$ cat config.mk
export PLATFORM = sky130hd
export DESIGN_NAME = trivium_lite_sched
export DESIGN_NICKNAME = d
export VERILOG_FILES = /design/src/rtl/trivium_lite_sched.sv
export SDC_FILE = /design/constraint.sdc
export NUM_CORES = 1
export LEC_CHECK = 0
export CORE_ASPECT_RATIO = 1.5
export CORE_MARGIN = 4
export CORE_UTILIZATION = 51
export DETAILED_ROUTE_END_ITERATION = 16
export PLACE_DENSITY = 0.86
export SLEW_MARGIN = 10
export SYNTH_ARGS = -nofsm -noshare
export SYNTH_HDL_FRONTEND = slang
export SYNTH_SLANG_ARGS = --single-unit
$ cat constraint.sdc
create_clock -name clk -period 3.39 [get_ports clk]
set_clock_uncertainty 0.05 [all_clocks]
set_input_delay 0.339 -clock clk [delete_from_list [all_inputs] [get_ports clk]]
set_output_delay 0.339 -clock clk [all_outputs]
set_load 0.02 [all_outputs]
$ cat src/rtl/trivium_lite_sched.sv
// ---------------------------------------------------------------------------
// trivium_lite_sched
//
// Round-robin scheduler in front of a shared trivium-lite keystream
// generator. A granted requester owns the generator from its seed load to
// the byte flagged last. For each byte the generator is stepped eight
// times, the bits are assembled MSB-first into a keystream byte, and the
// requester's byte XOR keystream is offered on a valid/ready output.
//
// Ports
//   clk, rst        clock (rising edge), asynchronous active-high reset
//   req_valid[i]    requester i offers a byte (held until req_ready[i])
//   req_seed        8-bit session seed per requester, slice [8i+7:8i]
//   req_data        8-bit data byte per requester
//   req_last[i]     byte is the last of requester i's session
//   req_ready[i]    one-cycle pulse: byte (data, last) consumed
//   out_valid       result byte available
//   out_data        req_data ^ keystream byte
//   out_id          requester index of out_data
//   out_ready       downstream accepts out_data
//   gen_load        one-cycle pulse: generator loads gen_seed
//   gen_seed        seed for gen_load
//   gen_step        advance generator by one bit this cycle
//   gen_bit         current generator output bit
//   err_seed        one-cycle pulse: seed 8'h00 / 8'hFF rejected
//   busy            high in every state except IDLE
// ---------------------------------------------------------------------------
module trivium_lite_sched #(
  parameter int NREQ = 2
) (
  input  logic              clk,
  input  logic              rst,
  input  logic [NREQ-1:0]   req_valid,
  input  logic [8*NREQ-1:0] req_seed,
  input  logic [8*NREQ-1:0] req_data,
  input  logic [NREQ-1:0]   req_last,
  output logic [NREQ-1:0]   req_ready,
  output logic              out_valid,
  output logic [7:0]        out_data,
  output logic [2:0]        out_id,
  input  logic              out_ready,
  output logic              gen_load,
  output logic [7:0]        gen_seed,
  output logic              gen_step,
  input  logic              gen_bit,
  output logic              err_seed,
  output logic              busy
);

  typedef enum logic [2:0] {
    IDLE = 3'd0,
    LOAD = 3'd1,
    RUN  = 3'd2,
    OUT  = 3'd3,
    WAIT = 3'd4
  } state_t;

  state_t     state, state_nxt;

  logic [2:0] rr_ptr;      // last requester served; search starts after it
  logic [2:0] owner;       // requester holding the current session
  logic [2:0] bit_cnt;     // keystream bits assembled in this RUN pass
  logic [7:0] ks;          // keystream shift register, first bit ends as MSB
  logic [7:0] data_lat;
  logic       last_lat;

  // -------------------------------------------------------------------------
  // Round-robin grant: first valid requester strictly above rr_ptr, then
  // wrap to the lowest valid index at or below rr_ptr.
  // -------------------------------------------------------------------------
  logic       grant_found;
  logic [2:0] grant_idx;
  logic [7:0] grant_seed;
  logic       grant_bad;

  // NOTE: every signal written in an always_comb gets a default first, so
  // no path through the block leaves it unassigned and no latch is inferred.
  always_comb begin
    grant_found = 1'b0;
    grant_idx   = 3'd0;
    for (int i = 0; i < NREQ; i++) begin
      if (!grant_found && req_valid[i] && (3'(i) > rr_ptr)) begin
        grant_found = 1'b1;
        grant_idx   = 3'(i);
      end
    end
    for (int i = 0; i < NREQ; i++) begin
      if (!grant_found && req_valid[i] && (3'(i) <= rr_ptr)) begin
        grant_found = 1'b1;
        grant_idx   = 3'(i);
      end
    end
  end

  always_comb begin
    grant_seed = 8'h00;
    for (int i = 0; i < NREQ; i++) begin
      if (grant_idx == 3'(i)) grant_seed = req_seed[8*i +: 8];
    end
  end

  // All-zero and all-one seeds would leave the generator in a degenerate
  // state, so they are rejected at grant time.
  assign grant_bad = (grant_seed == 8'h00) || (grant_seed == 8'hFF);

  // Owner's request lines, selected by index.
  logic       owner_valid;
  logic [7:0] owner_data;
  logic       owner_last;

  always_comb begin
    owner_valid = 1'b0;
    owner_data  = 8'h00;
    owner_last  = 1'b0;
    for (int i = 0; i < NREQ; i++) begin
      if (owner == 3'(i)) begin
        owner_valid = req_valid[i];
        owner_data  = req_data[8*i +: 8];
        owner_last  = req_last[i];
      end
    end
  end

  // -------------------------------------------------------------------------
  // FSM: state register
  // -------------------------------------------------------------------------
  // NOTE: the reset branch covers every register here; there is no storage
  // array, so nothing is left uninitialised after rst.
  always_ff @(posedge clk or posedge rst) begin
    if (rst) state <= IDLE;
    else     state <= state_nxt;
  end

  // -------------------------------------------------------------------------
  // FSM: next state and control outputs
  // -------------------------------------------------------------------------
  logic       ready_en;
  logic [2:0] ready_idx;

  always_comb begin
    state_nxt = state;
    ready_en  = 1'b0;
    ready_idx = owner;
    err_seed  = 1'b0;
    gen_load  = 1'b0;
    gen_step  = 1'b0;
    out_valid = 1'b0;

    unique case (state)
      IDLE: begin
        if (grant_found && !rst) begin
          if (grant_bad) begin
            // Rejected seed is acknowledged in the grant cycle itself.
            ready_en  = 1'b1;
            ready_idx = grant_idx;
            err_seed  = 1'b1;
          end else begin
            state_nxt = LOAD;
          end
        end
      end
      LOAD: begin
        gen_load  = 1'b1;
        state_nxt = RUN;
      end
      RUN: begin
        gen_step = 1'b1;
        if (bit_cnt == 3'd0) ready_en = 1'b1;
        if (bit_cnt == 3'd7) state_nxt = OUT;
      end
      OUT: begin
        out_valid = 1'b1;
        if (out_ready) begin
          if (last_lat)         state_nxt = IDLE;
          else if (owner_valid) state_nxt = RUN;
          else                  state_nxt = WAIT;
        end
      end
      WAIT: begin
        if (owner_valid) state_nxt = RUN;
      end
      default: state_nxt = IDLE;
    endcase
  end

  always_comb begin
    req_ready = '0;
    for (int i = 0; i < NREQ; i++) begin
      if (ready_en && (ready_idx == 3'(i))) req_ready[i] = 1'b1;
    end
  end

  assign busy = (state != IDLE);

  // -------------------------------------------------------------------------
  // Datapath registers
  // -------------------------------------------------------------------------
  logic [7:0] ks_nxt;
  assign ks_nxt = {ks[6:0], gen_bit};

  // NOTE: sequential state uses non-blocking assignments so every register
  // samples the pre-edge values, independent of statement order.
  always_ff @(posedge clk or posedge rst) begin
    if (rst) begin
      rr_ptr   <= 3'(NREQ - 1);
      owner    <= 3'd0;
      bit_cnt  <= 3'd0;
      ks       <= 8'h00;
      data_lat <= 8'h00;
      last_lat <= 1'b0;
      out_data <= 8'h00;
      out_id   <= 3'd0;
      gen_seed <= 8'h00;
    end else begin
      unique case (state)
        IDLE: begin
          if (grant_found) begin
            owner <= grant_idx;
            if (grant_bad) rr_ptr   <= grant_idx;
            else           gen_seed <= grant_seed;
          end
        end
        LOAD: begin
          bit_cnt <= 3'd0;
        end
        RUN: begin
          ks      <= ks_nxt;
          bit_cnt <= bit_cnt + 3'd1;   // wraps to 0 for the next byte
          if (bit_cnt == 3'd0) begin
            data_lat <= owner_data;
            last_lat <= owner_last;
          end
          if (bit_cnt == 3'd7) begin
            out_data <= data_lat ^ ks_nxt;
            out_id   <= owner;
          end
        end
        OUT: begin
          if (out_ready && last_lat) rr_ptr <= owner;
        end
        default: ;
      endcase
    end
  end

endmodule

==> results.txt, run 1 <==
status -> finished clean
most frequent CP cell -> buf_4
most frequent cells in the layout -> clkdlybuf4s50_1 (63), nand2_1 (42), dfrtp_1 (40)
crit path cell chain -> nand2b_1 -> nor2_1 -> buf_4 -> nand3b_1 -> buf_4 -> o21ai_0 -> clkdlybuf4s50_1
total gr overflow -> 0
final wirelength -> 4.60 mm
Synth Cell Area -> 2200 um2
fin nets -> 324
Post-synth EDFFs -> 0
Lkg Pwr -> 1.32 nW
WL/cell -> 14.0 um
min-delay worst type -> primary input to asynchronous set/reset pin
DRC viols -> 0
critical path startpoint category -> flop
Async S/R FF share, synth -> 100%
minimum clock period -> 2770 ps
TritonCTS clock tree -> built
total number of vias -> 1,743
CP Capture Type -> output pin
pin count of the biggest net entering global routing -> 39
Clock Tree Root -> clkbuf_8
Final Setup Violations -> 0
Initial Utilization -> 52.3%
Critical Path Slowest Stage Cell -> clkdlybuf4s50_1
Via density -> 5.31
Slew @ Worst Pin -> 651 ps
CTS Buf Count -> 5
RSZ-0062 raised after global routing -> false
crit path max fanout -> 20
WL met2 -> 2.52 mm
IO Port Bufs -> 63
wl on met1 -> 1.80 mm
power per cell area -> 870 nW/um2
Post-CTS Resized -> 0
CP Class -> flop to output pin
Pwr Total -> 2.56 mW
Max Slew Vio Count -> 0
Worst VDD drop -> 0.000591 V
Die H -> 88.4 um
Ant. Diodes -> 0
max cap viols -> 0
Post-Synthesis Cells -> 221
commonest non-fill, non-tap cell in the layout -> clkdlybuf4s50_1
CP required -> 3000 ps
fillers -> 325
FF+latch area -> 1030 um2
Synth Flop Type -> dfrtp_1
htree depth -> 2
site row count -> 29
Final period util -> 81.7%
Seq/Total Area, Yosys -> 46.7%
# IOs -> 66
Starting DRT DRC Count -> 45
Multi-input gate area -> 1060 um2
Core Region -> 4210 um2
filler-free cell count of the finished design -> 328
dpl hpwl -> 3.59 mm
Top Layer Used -> met4
GRT Total Usage -> 19.2%
final hold vios -> 0
vias in the first global route -> 1,754
Cells after DPL -> 320
initial antenna violation count -> 0
CTS Buffer Depth -> 2
clock latency on the worst-skew pair -> 290 ps
die area -> 5450 um2
ANT nets after route -> 0
Syn. warnings -> 0
synthesized area per cell -> 9.95 um2
clk slew on worst S/H paths -> 80 ps
GPL Wtd Cong -> 0.782
first-pass GRT wire length -> 7.83 mm
TNS Setup -> 0 ps
Die X -> 61.6 um
Clock Sinks -> 41
Fmax achieved -> 361 MHz
layout cells sized above 1 -> 12.8%
post-synthesis cell type count -> 43
Synth Register Bits -> 41
Arrival @ worst endpoint -> 2380 ps
# hold bufs at CTS -> 0
drt pass-1 iters -> 4
Rel. slew slack -> 56.6%
met3 wire len -> 166 um
slowest stage delay, CP -> 630 ps
Post-CTS Setup Bufs -> 0
Area Growth Syn to Fin -> 33.9%
## through the flow
| step | cell area, um2 | hold WS [ps] | utilization, % | setup WS (ps) |
|---|---|---|---|---|
| 2_1_floorplan | 2200 | 420 | - | 1280 |
| 3_3_place_gp | 2830 | 437 | 67.1 | 652 |
| 3_5_place_dp | 2830 | 443 | 67.1 | 661 |
| 4_1_cts | 2950 | 261 | 70.0 | 617 |
| 5_1_grt | 2950 | 272 | 70.0 | 470 |
| 6_report | 2950 | 267 | 70.0 | 620 |
## registers in the layout, summed over array words and instances, names as in the netlist
signal and count:
bit_cnt 3, data_lat 8, gen_seed 8, ks 7, last_lat 1, out_data 8
out_id 1, owner 1, rr_ptr 1, state 3
## cell type report
cell class              count  share of cell area (%)
inverters                   6                   0.765
well taps                  46                    1.95
flip-flops and latches     41                    34.9
multi-input cells         161                    36.2
repair buffers             66                    22.2
clock buffers               6                    2.80
clock inverters             2                    1.27
## power by group
part / internal, mW / total [mW] / switching, mW
logic: 0.656 / 1.21 / 0.555
registers: 0.728 / 0.948 / 0.219
clock network: 0.239 / 0.404 / 0.164
total: 1.62 / 2.56 / 0.939
## cell usage after synthesis (all sizes together) (3+ instances only)
cell,instances,share of area [%]
nand2,44,7.7
dfrtp,40,46
mux2,18,11
nor2,16,2.7
o21ai,16,3.6
a21oi,12,2.7
buf,10,3.3
mux2i,10,4.6
xnor2,8,3.2
inv,6,1.0
nand4,5,1.4
clkbuf,4,0.74
nor4,4,1.1
ha,3,1.7
## routing by layer
layer	vias up	global-route usage, %
met5	-	0
met4	0	6.95
met3	8	3.94
met2	42	33.4
met1	826	22.7
li1	867	-
## critical path, delay by kind of cell, from the launching register on
family | cells | cell delay (ps)
buffers and inverters | 3 | 1030
flip-flops | 1 | 580
AND/OR/NAND/NOR | 3 | 310
AO/OA/AOI/OAI | 1 | 160
## worst paths after layout
path / start / endpoint / slack [ps] / cells after the start
min: rst / gen_seed[3]$_DFFE_PP0P_ / 270 / 2
min in group clk: data_lat[6]$_DFFE_PP0P_ / data_lat[6]$_DFFE_PP0P_ / 460 / 2
max reg2reg: rr_ptr[0]$_DFFE_PP1P_ / gen_seed[1]$_DFFE_PP0P_ / 1290 / 5
max: state[1]$_DFFE_PP0P_ / req_ready[0] / 620 / 7
max in group asynchronous: rst / rr_ptr[0]$_DFFE_PP1P_ / 2300 / 3
min reg2reg: data_lat[6]$_DFFE_PP0P_ / data_lat[6]$_DFFE_PP0P_ / 460 / 2
## kinds of logic (layout without fill, tap and decap cells)
family / Yosys count / count (layout) / share of synthesized area [%]
other cells: 1 / 2 / 0.170
fa+ha+maj: 3 / 3 / 1.71
simple gates: 82 / 82 / 17.5
compound gates: 38 / 38 / 10.6
xor+xnor: 8 / 8 / 3.19
flops: 41 / 41 / 46.7
mux: 28 / 28 / 15.1
buf+inv: 20 / 80 / 5.06
Power figures use the tool's default switching activity.
==> run 2, diff against run 1 <==
- CORE_UTILIZATION: 51 -> 47
- PLACE_DENSITY: 0.86 -> 0.8
- clock period: 3.39 -> 2.8 ns (I/O delays scaled with it)
==> results.txt, run 2 (synthesized netlist as in run 1, its figures left out) <==
# IOs -> 66 (unchanged)
dpl hpwl -> 3.76 mm (+4.7%)
Starting DRT DRC Count -> 53 (+18%)
htree depth -> 2 (unchanged)
CP required -> 2470 ps (-530 ps)
pin count of the biggest net entering global routing -> 27 (-31%)
Initial Utilization -> 48.4% (-3.8 points)
Post-CTS Resized -> 0 (unchanged)
Final period util -> 93.9%
Fmax achieved -> 380 MHz
fin nets -> 326 (+0.62%)
R2R Setup Slk -> 700 ps (-590 ps)
Post-CTS Setup Bufs -> 0 (unchanged)
Multi-input gate area -> 1060 um2 (unchanged)
minimum clock period -> 2630 ps
GRT Total Usage -> 17.4% (-1.8 points)
ANT nets after route -> 0 (unchanged)
Clock Sinks -> 41 (unchanged)
drt pass-1 iters -> 4 (unchanged)
first-pass GRT wire length -> 8.12 mm (+3.7%)
crit path cell chain -> clkdlybuf4s50_1 -> nand4_1 -> or2_2 -> a21oi_1 -> o2bb2ai_1 -> clkdlybuf4s50_1
clk slew on worst S/H paths -> 80 ps (about the same)
CTS Buf Count -> 5 (unchanged)
Slew @ Worst Pin -> 490 ps (-161 ps)
total gr overflow -> 0 (unchanged)
Worst VDD drop -> 0.000552 V (-6.5%)
# hold bufs at CTS -> 0 (unchanged)
die area -> 5860 um2 (+7.6%)
reg2reg end -> gen_seed[6]$_DFFE_PP0P_
FF-to-FF path depth -> 5 (unchanged)
Rel. slew slack -> 67.0% (+10 points)
slowest stage delay, CP -> 620 ps (about the same)
Lkg Pwr -> 1.31 nW (-0.29%)
registers with the most flip-flops -> data_lat: 8 flops, gen_seed: 8 flops, out_data: 8 flops
FF+latch area -> 1030 um2 (unchanged)
Critical Path Slowest Stage Cell -> clkdlybuf4s50_1
Core Region -> 4540 um2 (+7.9%)
total number of vias -> 1,761 (+1.0%)
RSZ-0062 raised after global routing -> false
CP Capture Type -> output pin
clock latency on the worst-skew pair -> 290 ps (about the same)
crit path max fanout -> 3 (-85%)
Max Slew Vio Count -> 0 (unchanged)
GPL Wtd Cong -> 0.795 (+1.6%)
Arrival @ worst endpoint -> 2300 ps (-80 ps)
commonest non-fill, non-tap cell in the layout -> clkdlybuf4s50_1
Clock Tree Root -> clkbuf_8
max cap viols -> 0 (unchanged)
Die X -> 63.9 um (+3.6%)
status -> finished clean
Ant. Diodes -> 0 (unchanged)
Pwr Total -> 2.99 mW (+17%)
most frequent CP cell -> clkdlybuf4s50_1
crit path launch -> req_seed[14]
TNS Setup -> 0 ps (unchanged)
WL/cell -> 13.8 um (-1.3%)
power per cell area -> 1010 nW/um2 (+17%)
TritonCTS clock tree -> built
site row count -> 30 (+3.4%)
Die H -> 91.8 um (+3.8%)
Final Setup Violations -> 0 (unchanged)
IO Port Bufs -> 63 (unchanged)
Area Growth Syn to Fin -> 34.1%
launch point of the worst reg-to-reg path -> rr_ptr[0]$_DFFE_PP1P_
final wirelength -> 4.81 mm (+4.7%)
most frequent cells in the layout -> clkdlybuf4s50_1 (63), nand2_1 (42), dfrtp_1 (40)
CP Class -> primary input to output pin
Via density -> 5.06 (-4.8%)
DRC viols -> 0 (unchanged)
fillers -> 376 (+16%)
critical path startpoint category -> primary input
layout cells sized above 1 -> 13.4% (+0.61 points)
initial antenna violation count -> 0 (unchanged)
final hold vios -> 0 (unchanged)
vias in the first global route -> 1,804 (+2.9%)
min-delay worst type -> primary input to asynchronous set/reset pin
CTS Buffer Depth -> 2 (unchanged)
run 2: cell count changes in the layout (fill, tap and decap cells not counted), sizes merged:
cell    before  now
buf          3    5
clkinv       0    2
bufinv       1    0
clkbuf       6    5
run 2: worst max-delay path by stage:
stage	to
after floorplan	req_ready[0]
after global placement	err_seed
after detailed placement	err_seed
after CTS	err_seed
after global routing	req_ready[0]
final	req_ready[1]
run 2: metrics by stage:
stage	std cells	setup slack, ps	util [%]	hold WS (ps)	cell area [um2]
finish	348	170	64.9	398	2950
global route	348	31.3	64.9	418	2950
CTS	348	167	64.9	379	2950
detailed placement	340	164	63.0	443	2860
global placement	340	176	63.0	435	2860
floorplan	222	752	-	364	2200
run 2: area by class of cell:
class / count / share of cell area, %
clock buffers: 5 / 2.33
clock inverters: 3 / 0.594
inverters: 6 / 0.764
multi-input cells: 161 / 36.1
flip-flops and latches: 41 / 34.8
well taps: 64 / 2.72
repair buffers: 68 / 22.7
run 2: power by group:
part	internal (mW)	switching, mW
Combinational	0.802	0.714
Sequential	0.882	0.220
Clock	0.172	0.201
run 2: metal layers:
| layer | wire, um | up-vias | part of all wire (%) | GRT usage [%] |
|---|---|---|---|---|
| li1 | - | 873 | - | - |
| met1 | 1940 | 837 | 40 | 19.8 |
| met2 | 2650 | 45 | 55 | 31.4 |
| met3 | 148 | 6 | 3.1 | 3.06 |
| met4 | 74 | 0 | 1.5 | 7.03 |
| met5 | 0 | - | 0 | 0 |
run 2: worst max-delay path, delay by kind of cell:
| family | cells | cell delay (ps) |
|---|---|---|
| buffers and inverters | 2 | 1120 |
| AOI/OAI and AO/OA | 2 | 460 |
| and+or+nand+nor | 2 | 430 |
